`config.mk`:
```
export PLATFORM = sky130hd
export DESIGN_NAME = fixed_round_sat
export DESIGN_NICKNAME = d
export VERILOG_FILES = /design/src/rtl/fixed_arith_pkg.sv /design/src/rtl/fixed_skid_buffer.sv /design/src/rtl/fixed_round_sat.sv
export SDC_FILE = /design/constraint.sdc
export NUM_CORES = 1
export LEC_CHECK = 0
export ABC_AREA = 1
export CAP_MARGIN = 20
export CORE_MARGIN = 2
export CORE_UTILIZATION = 54
export CTS_CLUSTER_SIZE = 14
export DETAILED_ROUTE_END_ITERATION = 16
export GPL_TIMING_DRIVEN = 0
export PLACE_DENSITY = 0.8
export SLEW_MARGIN = 20
export SYNTH_ARGS = -nofsm -noshare
export SYNTH_HDL_FRONTEND = slang
export SYNTH_HIERARCHICAL = 1
export SYNTH_SLANG_ARGS = --single-unit
```
`constraint.sdc`:
```
create_clock -name clk -period 2.6 [get_ports clk]
set_input_delay 0.52 -clock clk [delete_from_list [all_inputs] [get_ports clk]]
set_output_delay 0.52 -clock clk [all_outputs]
set_load 0.1 [all_outputs]
```
`src/rtl/fixed_arith_pkg.sv`:
```
// ---------------------------------------------------------------------------
// fixed_arith_pkg: shared constant helpers for the fixed_* requantiser stages.
// Rev 1.0
// ---------------------------------------------------------------------------
`default_nettype none

package fixed_arith_pkg;

  function automatic int calc_shift(input int in_frac, input int out_frac);
    return in_frac - out_frac;
  endfunction

  function automatic longint sat_max(input int w);
    return (longint'(1) <<< (w - 1)) - longint'(1);
  endfunction

  function automatic longint sat_min(input int w);
    return -(longint'(1) <<< (w - 1));
  endfunction

  // Half an output LSB expressed in input LSBs; zero when no bits are dropped.
  function automatic longint round_bias(input int shift);
    return (shift > 0) ? (longint'(1) <<< (shift - 1)) : longint'(0);
  endfunction

endpackage

`default_nettype wire

```
`src/rtl/fixed_skid_buffer.sv`:
```
// ---------------------------------------------------------------------------
// fixed_skid_buffer: registered-ready input stage with a one-entry skid slot.
// Rev 1.0
// ---------------------------------------------------------------------------
`default_nettype none

module fixed_skid_buffer #(
  parameter int WIDTH = 16
) (
  input  logic             clk,
  input  logic             rst_n,
  input  logic [WIDTH-1:0] in_data_i,
  input  logic             in_valid_i,
  output logic             in_ready_o,
  output logic [WIDTH-1:0] out_data_o,
  output logic             out_valid_o,
  input  logic             out_ready_i
);

  logic             ready_q, ready_d;
  logic             skid_valid_q, skid_valid_d;
  logic [WIDTH-1:0] skid_data_q, skid_data_d;
  logic             accept;

  assign accept = in_valid_i & ready_q;

  always_comb begin
    skid_valid_d = skid_valid_q;
    skid_data_d  = skid_data_q;
    if (skid_valid_q) begin
      if (out_ready_i) skid_valid_d = 1'b0;
    end else if (accept && !out_ready_i) begin
      skid_valid_d = 1'b1;
      skid_data_d  = in_data_i;
    end
    // Ready is withheld for the whole cycle the slot is occupied.
    ready_d = ~skid_valid_d;
  end

  always_ff @(posedge clk or negedge rst_n) begin
    if (!rst_n) begin
      ready_q      <= 1'b0;
      skid_valid_q <= 1'b0;
      skid_data_q  <= '0;
    end else begin
      ready_q      <= ready_d;
      skid_valid_q <= skid_valid_d;
      skid_data_q  <= skid_data_d;
    end
  end

  assign in_ready_o  = ready_q;
  assign out_valid_o = skid_valid_q | accept;
  assign out_data_o  = skid_valid_q ? skid_data_q : in_data_i;

endmodule

`default_nettype wire

```
`src/rtl/fixed_round_sat.sv`:
```
// ---------------------------------------------------------------------------
// fixed_round_sat: two-stage round-half-up and saturate requantiser, N lanes.
// Rev 1.0
// ---------------------------------------------------------------------------
`default_nettype none

module fixed_round_sat
  import fixed_arith_pkg::*;
#(
  parameter int DATA_IN_0_PRECISION_0       = 16,
  parameter int DATA_IN_0_PRECISION_1       = 8,
  parameter int DATA_OUT_0_PRECISION_0      = 8,
  parameter int DATA_OUT_0_PRECISION_1      = 4,
  parameter int DATA_IN_0_PARALLELISM_DIM_0 = 1,
  parameter int DATA_IN_0_PARALLELISM_DIM_1 = 1,
  parameter int SAT_CNT_WIDTH               = 16
) (
  input  logic                                                              clk,
  input  logic                                                              rst_n,
  input  logic [DATA_IN_0_PARALLELISM_DIM_0*DATA_IN_0_PARALLELISM_DIM_1-1:0]
               [DATA_IN_0_PRECISION_0-1:0]                                  data_in_0,
  input  logic                                                              data_in_0_valid,
  output logic                                                              data_in_0_ready,
  output logic [DATA_IN_0_PARALLELISM_DIM_0*DATA_IN_0_PARALLELISM_DIM_1-1:0]
               [DATA_OUT_0_PRECISION_0-1:0]                                 data_out_0,
  output logic                                                              data_out_0_valid,
  input  logic                                                              data_out_0_ready,
  input  logic                                                              sat_clear,
  output logic [SAT_CNT_WIDTH-1:0]                                          sat_count
);

  localparam int N     = DATA_IN_0_PARALLELISM_DIM_0 * DATA_IN_0_PARALLELISM_DIM_1;
  localparam int IN_W  = DATA_IN_0_PRECISION_0;
  localparam int OUT_W = DATA_OUT_0_PRECISION_0;
  localparam int SHIFT = calc_shift(DATA_IN_0_PRECISION_1, DATA_OUT_0_PRECISION_1);
  localparam int SUM_W = IN_W + 1;

  localparam logic signed [SUM_W-1:0] ROUND   = SUM_W'(round_bias(SHIFT));
  localparam logic signed [SUM_W-1:0] SAT_MAX = SUM_W'(sat_max(OUT_W));
  localparam logic signed [SUM_W-1:0] SAT_MIN = SUM_W'(sat_min(OUT_W));

  if (SHIFT < 0 || OUT_W > IN_W) begin : g_param_check
    $error("fixed_round_sat: output precision must not exceed input precision");
  end

  logic [N-1:0][IN_W-1:0]  skid_data;
  logic                    skid_valid;
  logic                    s1_ready, s2_ready;

  logic                    s1_valid_q;
  logic [N-1:0][SUM_W-1:0] s1_data_q, s1_data_d;
  logic                    s2_valid_q;
  logic [N-1:0][OUT_W-1:0] s2_data_q, s2_data_d;
  logic                    s2_sat_q, s2_sat_d;
  logic [N-1:0]            lane_sat;
  logic [SAT_CNT_WIDTH-1:0] sat_count_q, sat_count_d;

  assign s2_ready = ~s2_valid_q | data_out_0_ready;
  assign s1_ready = ~s1_valid_q | s2_ready;

  fixed_skid_buffer #(
    .WIDTH(N * IN_W)
  ) u_skid (
    .clk        (clk),
    .rst_n      (rst_n),
    .in_data_i  (data_in_0),
    .in_valid_i (data_in_0_valid),
    .in_ready_o (data_in_0_ready),
    .out_data_o (skid_data),
    .out_valid_o(skid_valid),
    .out_ready_i(s1_ready)
  );

  for (genvar i = 0; i < N; i++) begin : g_lane
    logic signed [SUM_W-1:0] sum;
    logic signed [SUM_W-1:0] rounded;
    logic                    over, under;

    // Guard bit keeps the rounding bias from wrapping the most positive input.
    assign sum          = $signed({skid_data[i][IN_W-1], skid_data[i]}) + ROUND;
    assign s1_data_d[i] = sum >>> SHIFT;

    assign rounded      = $signed(s1_data_q[i]);
    assign over         = rounded > SAT_MAX;
    assign under        = rounded < SAT_MIN;
    assign lane_sat[i]  = over | under;
    assign s2_data_d[i] = over  ? SAT_MAX[OUT_W-1:0] :
                          under ? SAT_MIN[OUT_W-1:0] : rounded[OUT_W-1:0];
  end

  assign s2_sat_d = |lane_sat;

  always_comb begin
    sat_count_d = sat_count_q;
    if (sat_clear) begin
      sat_count_d = '0;
    end else if (s2_valid_q && data_out_0_ready && s2_sat_q && !(&sat_count_q)) begin
      sat_count_d = sat_count_q + SAT_CNT_WIDTH'(1);
    end
  end

  always_ff @(posedge clk or negedge rst_n) begin
    if (!rst_n) begin
      s1_valid_q  <= 1'b0;
      s1_data_q   <= '0;
      s2_valid_q  <= 1'b0;
      s2_data_q   <= '0;
      s2_sat_q    <= 1'b0;
      sat_count_q <= '0;
    end else begin
      if (s1_ready) begin
        s1_valid_q <= skid_valid;
        if (skid_valid) s1_data_q <= s1_data_d;
      end
      if (s2_ready) begin
        s2_valid_q <= s1_valid_q;
        if (s1_valid_q) begin
          s2_data_q <= s2_data_d;
          s2_sat_q  <= s2_sat_d;
        end
      end
      sat_count_q <= sat_count_d;
    end
  end

  assign data_out_0       = s2_data_q;
  assign data_out_0_valid = s2_valid_q;
  assign sat_count        = sat_count_q;

endmodule

`default_nettype wire

```
==> results.json <==
{
  "clock_sinks": 55,
  "slew_violations": 0,
  "hold_class": "input port to async pin",
  "drc_errors": 0,
  "die_h_um": 78.6,
  "syn_area_sq_mm": 0.00301,
  "totalWireLength_um": 6580,
  "peakVddDrop_v": 0.000690,
  "clock_path_buffers": 2,
  "slew_headroom": 0.344,
  "rsz0062_at_grt": "no",
  "cts-root-buf": "clkbuf_8",
  "critPathMaxFanout": 7,
  "viasPerCell": 5.16,
  "syn_nets": 432,
  "skew_ps": 12.5,
  "yosysWarnings": 6,
  "syn_inst": 409,
  "drt_iter0_drc": 208,
  "crit_arrival_ps": 1980,
  "wl_per_cell_um": 12.4,
  "initial_utilization": 0.553,
  "post-route-util": 0.665,
  "setup_viol": 0,
  "p_per_area_mw_per_mm2": 857,
  "path_cells": "clkdlybuf4s50_1",
  "via_count": 2747,
  "core_sq_mm": 0.00544,
  "crit_family": "buffers and inverters",
  "crit_start": "sat_count[12]$_DFFE_PN0P_",
  "io_pins": 47,
  "drive_above_1_share": 0.0696,
  "dieArea_sq_mm": 0.00618,
  "finalCriticalPeriod_ps": 2500,
  "path_class": "register to output pin",
  "cts_tree": "built",
  "fin_total_pwr_mw": 3.10,
  "timing.final.ws_setup_ps": 105,
  "antenna_found_initial": 0,
  "gp_congestion": 0.838,
  "finalSetupTns_ps": 0,
  "hold_viol_final": 0,
  "tightest_slew_ps": 982,
  "port_buffers": 43,
  "cts_resized": 0,
  "globalRoute.totalOverflow": 0,
  "ant_nets": 0,
  "timing.reg2reg.setup_slack_ps": 450,
  "htreeDepth": 2,
  "num_rows": 27,
  "preCtsSetupSlack_ps": 305,
  "slowest_stage": "clkdlybuf4s50_1",
  "grt_pass1_vias": 2565,
  "nNetsFinal": 482,
  "start_kind": "register",
  "final_cells": 532,
  "cp.buffers_inverters": 1,
  "min_period_over_period": 0.960,
  "placed_cells": 524,
  "grt_max_degree": 56,
  "dp_hpwl_um": 4860,
  "clk-insertion-delay-late_ps": 320,
  "power.leakage_nw": 1.74,
  "maxCapViolCount": 0,
  "worst_setup_path_end_kind": "output pin",
  "grt_pass1_wl_um": 11400,
  "die_w_um": 78.6,
  "required_ps": 2080,
  "status": "completed",
  "r2r-start": "u_skid/skid_valid_q$_DFF_PN0_",
  "grt_use_total": 0.230,
  "fmax_mhz": 401,
  "clk_pin_slew_ps": 100,
  "drtPass1Iterations": 4,
  "diodes": 0,
  "avgSynthCellArea_sq_um": 7.35,
  "syn_to_final_growth_pct": 20.4,
  "holdBufCountCts": 0,
  "post_cts_buffers": 0,
  "cts_buffers": 5,
  "max_stage_delay_ps": 1180
}
## sequential cells by signal, indices dropped and copies added, names as in the netlist
register,flops
s2_sat_q,1
u_skid/skid_valid_q,1
data_out_0_valid,1
data_out_0,8
u_skid/in_ready_o,1
u_skid/skid_data_q,13
sat_count,16
s1_valid_q,1
g_lane.rounded,13
## area by class of cell
| cell class | count | area, sq um |
|---|---|---|
| Tap cell | 72 | 90.1 |
| Multi-Input combinational cell | 313 | 1440 |
| Inverter | 30 | 113 |
| Timing Repair Buffer | 43 | 428 |
| Clock inverter | 3 | 25.0 |
| Fill cell | 471 | 1820 |
| Sequential cell | 55 | 1380 |
| Clock buffer | 5 | 68.8 |
| Buffer | 11 | 72.6 |
## cells in the final DEF, fill, tap and decap left out, types with 3 or more instances in the layout
cell and instances:
xor2_1 5, nand4_1 15, buf_2 4, nor2_4 3, o21ai_1 7, inv_1 26
clkbuf_8 5, o21ai_0 17, clkbuf_1 3, nor2_1 35, nand2_1 175, nand3_1 31
buf_6 3, xnor2_1 3, nand3b_1 3, clkdlybuf4s50_1 42, dfrtp_1 55, inv_2 4
a21oi_1 4
## routing by layer
metal	vias up	share of wire	global-route usage	routed length [um]
met5	-	0	0	0
met4	0	0.011	0.0772	70
met3	6	0.053	0.0333	348
met2	73	0.45	0.357	2960
met1	1264	0.49	0.332	3200
li1	1404	-	-	-
## worst paths after layout
kind / end / cells past startpoint
worst max-delay path: sat_count[12] / 1
worst min-delay path: sat_count[0]$_DFFE_PN0P_ / 1
worst max register to register: g_lane[0].rounded[11]$_DFFE_PN0P_ / 11
worst min register to register: u_skid/skid_data_q[5]$_DFFE_PN0P_ / 2
max in group asynchronous: s2_sat_q$_DFFE_PN0P_ / 1
min in group clk: u_skid/skid_data_q[5]$_DFFE_PN0P_ / 2
## per-stage QoR
| stage | hold slack (ps) | instance area (sq um) |
|---|---|---|
| after floorplan | 224 | 3010 |
| after detailed placement | 459 | 3520 |
| after CTS | 263 | 3620 |
| after global routing | 300 | 3620 |
| final | 238 | 3620 |
| after global placement | 453 | 3530 |
## where the power goes
part	leakage (nW)	switching [mW]	total, mW	internal [mW]
Clock	0.0443	0.293	0.487	0.193
Combinational	0.996	0.988	1.35	0.359
Sequential	0.699	0.154	1.27	1.11
Total	1.74	1.44	3.10	1.66
(Power assumes the default switching activity.)
